--- src/rtl/cop_pkg.sv ---
// Shared definitions for the multiply/divide coprocessor: op codes, FSM state
// encoding and the iteration count of the shift-add / restoring datapaths.
package cop_pkg;

  localparam logic [2:0] OP_MULT  = 3'b000;
  localparam logic [2:0] OP_MADD  = 3'b001;
  localparam logic [2:0] OP_MSUBU = 3'b010;
  localparam logic [2:0] OP_DIV   = 3'b011;
  localparam logic [2:0] OP_NONE  = 3'b111;

  localparam int ITER = 32;

  typedef enum logic [1:0] {
    IDLE   = 2'd0,
    CALC   = 2'd1,
    FINISH = 2'd2
  } state_t;

  // MSUBU is the only unsigned operation; everything else works on magnitudes
  function automatic logic is_signed_op(input logic [2:0] opc);
    return opc != OP_MSUBU;
  endfunction

endpackage

--- src/rtl/cop_div_iter.sv ---
// Restoring unsigned divider, one quotient bit per step. `start` loads the
// dividend/divisor, each `step` retires one bit; after W steps quotient and
// remainder are final.
module cop_div_iter
  import cop_pkg::*;
#(
  parameter int W = 32
) (
  input  logic         clk,
  input  logic         rst_n,
  input  logic         start,
  input  logic         step,
  input  logic [W-1:0] dividend,
  input  logic [W-1:0] divisor,
  output logic [W-1:0] quotient,
  output logic [W-1:0] remainder
);

  logic [W-1:0] rem_reg;
  logic [W-1:0] quo_reg;
  logic [W-1:0] dvs_reg;
  logic [W+1:0] trial;

  // Partial remainder shifted left by one with the next dividend bit, minus divisor
  assign trial = {1'b0, rem_reg, quo_reg[W-1]} - {2'b00, dvs_reg};

  // Load on start, otherwise subtract-and-restore one bit per step
  always_ff @(posedge clk) begin
    if (!rst_n) begin
      rem_reg <= '0;
      quo_reg <= '0;
      dvs_reg <= '0;
    end else if (start) begin
      rem_reg <= '0;
      quo_reg <= dividend;
      dvs_reg <= divisor;
    end else if (step) begin
      if (!trial[W+1]) begin
        rem_reg <= trial[W-1:0];
        quo_reg <= {quo_reg[W-2:0], 1'b1};
      end else begin
        rem_reg <= {rem_reg[W-2:0], quo_reg[W-1]};
        quo_reg <= {quo_reg[W-2:0], 1'b0};
      end
    end
  end

  assign quotient  = quo_reg;
  assign remainder = rem_reg;

endmodule

--- src/rtl/cop_muldiv.sv ---
// Multi-cycle multiply/divide coprocessor holding the HI/LO registers.
// Optional macro COP_FAST_MUL_EN: multiplies use a single-cycle combinational
// multiplier (IDLE -> FINISH directly); DIV stays iterative.
// Results are written to HI/LO one edge after FINISH, together with `done`.
module cop_muldiv
  import cop_pkg::*;
#(
  parameter int W = 32
) (
  input  logic         clk,
  input  logic         rst_n,
  input  logic         start,
  input  logic [2:0]   op,
  input  logic [W-1:0] a,
  input  logic [W-1:0] b,
  output logic         busy,
  output logic         done,
  output logic [W-1:0] hi,
  output logic [W-1:0] lo
);

  localparam int W2 = 2 * W;
  localparam int CW = $clog2(ITER);

  state_t        state_reg;
  logic [CW-1:0] cnt_reg;
  logic [2:0]    op_reg;
  logic [W-1:0]  a_reg;
  logic          b_zero_reg;
  logic          a_neg_reg;
  logic          b_neg_reg;
  logic [W-1:0]  mcand_reg;
  logic [W2-1:0] prod_reg;
  logic [W2-1:0] res_reg;
  logic          wb_reg;
  logic          busy_reg;
  logic          done_reg;
  logic [W-1:0]  hi_reg;
  logic [W-1:0]  lo_reg;

  logic          accept;
  logic          sgn_op;
  logic          a_neg;
  logic          b_neg;
  logic [W-1:0]  mag_a;
  logic [W-1:0]  mag_b;
  logic [W:0]    mul_sum;
  logic [W2-1:0] prod_fix;
  logic [W2-1:0] acc;
  logic [W-1:0]  quo;
  logic [W-1:0]  rem;
  logic [W-1:0]  quo_fix;
  logic [W-1:0]  rem_fix;
  logic [W2-1:0] res_next;

  // Only the four defined codes start an operation, and only from IDLE
  assign accept = start && (state_reg == IDLE) && !op[2];
  assign sgn_op = is_signed_op(op);
  assign a_neg  = sgn_op && a[W-1];
  assign b_neg  = sgn_op && b[W-1];
  assign mag_a  = a_neg ? -a : a;
  assign mag_b  = b_neg ? -b : b;

  // Shift-add step: add multiplicand to upper half when the current LSB is set
  assign mul_sum = {1'b0, prod_reg[W2-1:W]} + (prod_reg[0] ? {1'b0, mcand_reg} : '0);

  assign acc      = {hi_reg, lo_reg};
  assign prod_fix = (a_neg_reg ^ b_neg_reg) ? -prod_reg : prod_reg;
  assign quo_fix  = (a_neg_reg ^ b_neg_reg) ? -quo : quo;
  assign rem_fix  = a_neg_reg ? -rem : rem;

  cop_div_iter #(.W(W)) u_div (
    .clk       (clk),
    .rst_n     (rst_n),
    .start     (accept),
    .step      (state_reg == CALC),
    .dividend  (mag_a),
    .divisor   (mag_b),
    .quotient  (quo),
    .remainder (rem)
  );

  // Sign fix-up and accumulate applied to the finished magnitude results
  always_comb begin
    res_next = prod_fix;
    case (op_reg)
      OP_MADD:  res_next = acc + prod_fix;
      OP_MSUBU: res_next = acc - prod_fix;
      OP_DIV: begin
        if (b_zero_reg) res_next = {a_reg, {W{1'b1}}};
        else            res_next = {rem_fix, quo_fix};
      end
      default: res_next = prod_fix;
    endcase
  end

  // Control FSM, iterative multiplier and HI/LO writeback with registered flags
  always_ff @(posedge clk) begin
    if (!rst_n) begin
      state_reg  <= IDLE;
      cnt_reg    <= '0;
      op_reg     <= OP_NONE;
      a_reg      <= '0;
      b_zero_reg <= 1'b0;
      a_neg_reg  <= 1'b0;
      b_neg_reg  <= 1'b0;
      mcand_reg  <= '0;
      prod_reg   <= '0;
      res_reg    <= '0;
      wb_reg     <= 1'b0;
      busy_reg   <= 1'b0;
      done_reg   <= 1'b0;
      hi_reg     <= '0;
      lo_reg     <= '0;
    end else begin
      busy_reg <= (state_reg != IDLE);
      done_reg <= wb_reg;
      wb_reg   <= 1'b0;
      if (wb_reg) begin
        {hi_reg, lo_reg} <= res_reg;
      end
      case (state_reg)
        IDLE: begin
          if (accept) begin
            op_reg     <= op;
            a_reg      <= a;
            b_zero_reg <= (b == '0);
            a_neg_reg  <= a_neg;
            b_neg_reg  <= b_neg;
            mcand_reg  <= mag_a;
            cnt_reg    <= '0;
`ifdef COP_FAST_MUL_EN
            if (op != OP_DIV) begin
              prod_reg  <= W2'(mag_a) * W2'(mag_b);
              state_reg <= FINISH;
            end else begin
              prod_reg  <= {{W{1'b0}}, mag_b};
              state_reg <= CALC;
            end
`else
            prod_reg  <= {{W{1'b0}}, mag_b};
            state_reg <= CALC;
`endif
          end
        end
        CALC: begin
          prod_reg <= {mul_sum, prod_reg[W-1:1]};
          cnt_reg  <= cnt_reg + 1'b1;
          if (cnt_reg == CW'(ITER - 1)) begin
            state_reg <= FINISH;
          end
        end
        FINISH: begin
          res_reg   <= res_next;
          wb_reg    <= 1'b1;
          state_reg <= IDLE;
        end
        default: state_reg <= IDLE;
      endcase
    end
  end

  assign busy = busy_reg;
  assign done = done_reg;
  assign hi   = hi_reg;
  assign lo   = lo_reg;

endmodule

--- config.mk ---
export PLATFORM = sky130hd
export DESIGN_NAME = cop_muldiv
export DESIGN_NICKNAME = d
export VERILOG_FILES = /design/src/rtl/cop_pkg.sv /design/src/rtl/cop_div_iter.sv /design/src/rtl/cop_muldiv.sv
export SDC_FILE = /design/constraint.sdc
export NUM_CORES = 1
export LEC_CHECK = 0
export ABC_AREA = 1
export CAP_MARGIN = 0
export CORE_ASPECT_RATIO = 1.1
export CORE_MARGIN = 5
export CORE_UTILIZATION = 30
export DETAILED_ROUTE_END_ITERATION = 10
export PLACE_DENSITY_LB_ADDON = 0.08
export SLEW_MARGIN = 20
export SYNTH_ARGS = -nofsm -noshare
export SYNTH_HDL_FRONTEND = slang
export SYNTH_SLANG_ARGS = --single-unit
export TNS_END_PERCENT = 100
--- constraint.sdc ---
create_clock -name clk -period 4.5 [get_ports clk]
set_input_delay 1.35 -clock clk [delete_from_list [all_inputs] [get_ports clk]]
set_output_delay 1.35 -clock clk [all_outputs]
set_load 0.005 [all_outputs]
==> impl_metrics.tcl <==
set metrics [dict create \
    grt_max_degree 69 \
    dieHeight_um 339 \
    h-tree-depth 2 \
    io_pins 136 \
    crit_path_start_kind "flip-flop" \
    hp-class "flip-flop to flip-flop" \
    port_buffers 135 \
    grt_setup_unrepaired "true" \
    route.detailed.drc 0 \
    status "complete, but fails checks" \
    cts-root-buf "clkbuf_16" \
    area_growth_pct 43.5 \
    slowest_stage "dfxtp_2" \
    core_area_um2 97600 \
    maxCapViolCount 0 \
    crit_path_max_fanout 6 \
    synthCells 4879 \
    regToRegSetupSlack_ns -0.18 \
    cts_tree "built" \
    setup_viol_count_final 24 \
    num_rows 120 \
    grt_pass1_wl_mm 220 \
    yosysWarnings 0 \
    slew_headroom_pct 33.2 \
    hold_viol_final 0 \
    cts.sinks 367 \
    crit_path_end_kind "flip-flop" \
    synth-edff-count 0 \
    synth_area_um2 29600 \
    dr.pass1.iters 5 \
    chipWidth_um 309 \
    async_flop_share_pct 0 \
    slowest_delay_ns 0.33 \
    syn_nets 5086 \
    skew_ns 0.0334 \
    ys_ff_latch 367 \
    clk_latency_ns 0.67 \
    timing.fmax_mhz 214 \
    yosys_most_used_dff "dfxtp_1" \
    violations "negative setup slack" \
    grt_pass1_vias 34198 \
    initial_core_util_pct 30.3 \
    drt-total-wl_mm 151 \
    track_usage_pct 27.7 \
    clkTransAtPathRegs_ns 0.06 \
    vdd_drop_max_v 0.000351 \
    hpwl_mm 123 \
    worstPathArrival_ns 5.26 \
    ctsHoldBuffers 0 \
    drtAntennaViolNets 0 \
    gp_congestion 0.966 \
    setup_tns_ns -2.13 \
    drive_above_1_share_pct 26.8 \
    final_nets 5911 \
    critical_path_class "flip-flop to flip-flop" \
    synth_cell_types 62 \
    worst_pin_slew_ns 1.00 \
    fillCellCount 10468 \
    multi_input_comb_area_um2 21700 \
    synth-seq-area-share_pct 24.8 \
    powerDensity_nw_per_um2 377 \
    drv_slew 0 \
    final_cells 7025 \
    wl_per_cell_um 21.6 \
    finalWorstSetupSlack_ns -0.182 \
    via_per_inst 5.09 \
    final.period_utilization_pct 104 \
    grt_antenna_before_repair 4 \
    regArea_um2 7370 \
    drt_iter0_markers 2645 \
    grt-ovfl-total 0 \
    fin_crit_ns 4.68 \
    die-area_um2 105000 \
    cts_made_buffers 48 \
    syn_area_per_cell_um2 6.06 \
    crit_top_cell "nor2_4" \
    via_count 35725 \
    clockBufferDepth 3 \
    dp.cells 6842 \
    leakagePower_uw 0.0201 \
    cp_data_required_time_ns 5.08 \
]
cells by family (layout without fill, tap and decap cells):
logic type / Yosys count / count (layout) / synth area share, %
AOI/OAI and AO/OA: 1215 / 1215 / 22.9
xor gates and xnor gates: 104 / 104 / 3.08
adders and majority gates: 137 / 137 / 5.87
buffers and inverters: 809 / 1670 / 10.5
DFF: 367 / 367 / 24.8
other: 0 / 3 / 0
and+or+nand+nor: 2247 / 2248 / 32.8
Yosys cell counts, drive strengths merged (2+ instances only):
library cell | count | share of area, %
nand2 | 1013 | 13
nor2 | 689 | 9.3
inv | 627 | 8.0
o21ai | 539 | 9.2
a21oi | 406 | 6.9
dfxtp | 367 | 25
nand3 | 293 | 5.1
clkbuf | 147 | 1.9
ha | 134 | 5.7
nor3 | 101 | 1.8
xor2 | 75 | 2.2
a31oi | 68 | 1.4
or2 | 56 | 1.2
nand4 | 48 | 1.1
o221ai | 36 | 1.1
o211ai | 29 | 0.74
xnor2 | 29 | 0.86
buf | 28 | 0.59
o22ai | 27 | 0.57
a221oi | 25 | 0.74
nand3b | 20 | 0.51
a21o | 18 | 0.46
nor4 | 18 | 0.40
o31ai | 13 | 0.33
o21a | 12 | 0.30
a21boi | 9 | 0.23
o21bai | 9 | 0.23
clkinv | 7 | 0.089
a211oi | 6 | 0.15
a22o | 6 | 0.18
o2111ai | 4 | 0.12
and2 | 3 | 0.063
and3 | 3 | 0.063
fa | 3 | 0.20
a41oi | 2 | 0.059
o32ai | 2 | 0.059
per-layer routing:
metal | global-route usage (%) | part of all wire, % | vias up
li1 | - | - | 17897
met1 | 35.9 | 44 | 16748
met2 | 47.6 | 48 | 860
met3 | 2.65 | 4.2 | 220
met4 | 10.2 | 4.4 | 0
met5 | 0 | 0 | -
worst max-delay path, delay by kind of cell, from the launching register on:
kind	cells	cell delay (ns)
AO/OA/AOI/OAI	6	0.95
flip-flops	1	0.33
AND/OR/NAND/NOR	17	1.88
adder cells (fa/ha/maj)	1	0.31
buffers and inverters	7	0.98
XOR/XNOR	1	0.18
final timing paths:
| path | startpoint | to | cells after the start |
|---|---|---|---|
| worst max register to register | prod_reg[1]$_SDFFE_PN0P_ | res_reg[62]$_SDFFE_PN0P_ | 32 |
| worst max-delay path | prod_reg[1]$_SDFFE_PN0P_ | res_reg[62]$_SDFFE_PN0P_ | 32 |
| worst min-delay path | a_reg[7]$_SDFFE_PN0P_ | a_reg[7]$_SDFFE_PN0P_ | 2 |
| worst min register to register | a_reg[7]$_SDFFE_PN0P_ | a_reg[7]$_SDFFE_PN0P_ | 2 |
power breakdown:
group          total (µW)  switching [µW]  internal, µW
clock network        4190            1730          2460
logic                8140            5040          3100
registers            3690             269          3430
layout make-up:
class,instances,share of cell area (%)
Multi-Input combinational cell,3704,51.1
Timing Repair Buffer,949,18.1
Sequential cell,367,17.4
Inverter,634,5.62
Tap cell,1281,3.78
Clock buffer,67,3.28
Clock inverter,20,0.710
Antenna cell,3,0.0177
timing repair:
item | in CTS | in global routing
gates cloned | 1 | 0
setup buffers | 51 | 42
pin swaps | 96 | 172
endpoints found under the setup margin | 41 | 46
gates resized for setup | 267 | 415
cell usage in the layout, fill, tap and decap left out, types with 75 or more instances in the layout:
cell	netlist	layout
nand2_1	984	900
buf_4	3	767
inv_1	606	578
nor2_1	652	532
o21ai_0	505	456
dfxtp_1	367	357
a21oi_1	403	342
nand3_1	286	251
clkdlybuf4s50_1	0	134
ha_1	134	110
nor2_2	26	96
nand2_2	23	89
nor3_1	94	75
through the flow:
stage	setup slack (ns)	util [%]	hold WS [ns]	area [µm²]	total power, µW
final	-0.182	43.5	0.454	42400	16000
after global routing	-0.399	43.5	0.479	42400	17000
after CTS	-0.132	41.4	0.454	40400	15600
after detailed placement	-0.739	38.2	0.443	37300	11100
after global placement	-0.812	38.2	0.432	37300	11100
after floorplan	0.363	-	0.421	29600	7920
Power figures use the tool's default switching activity.
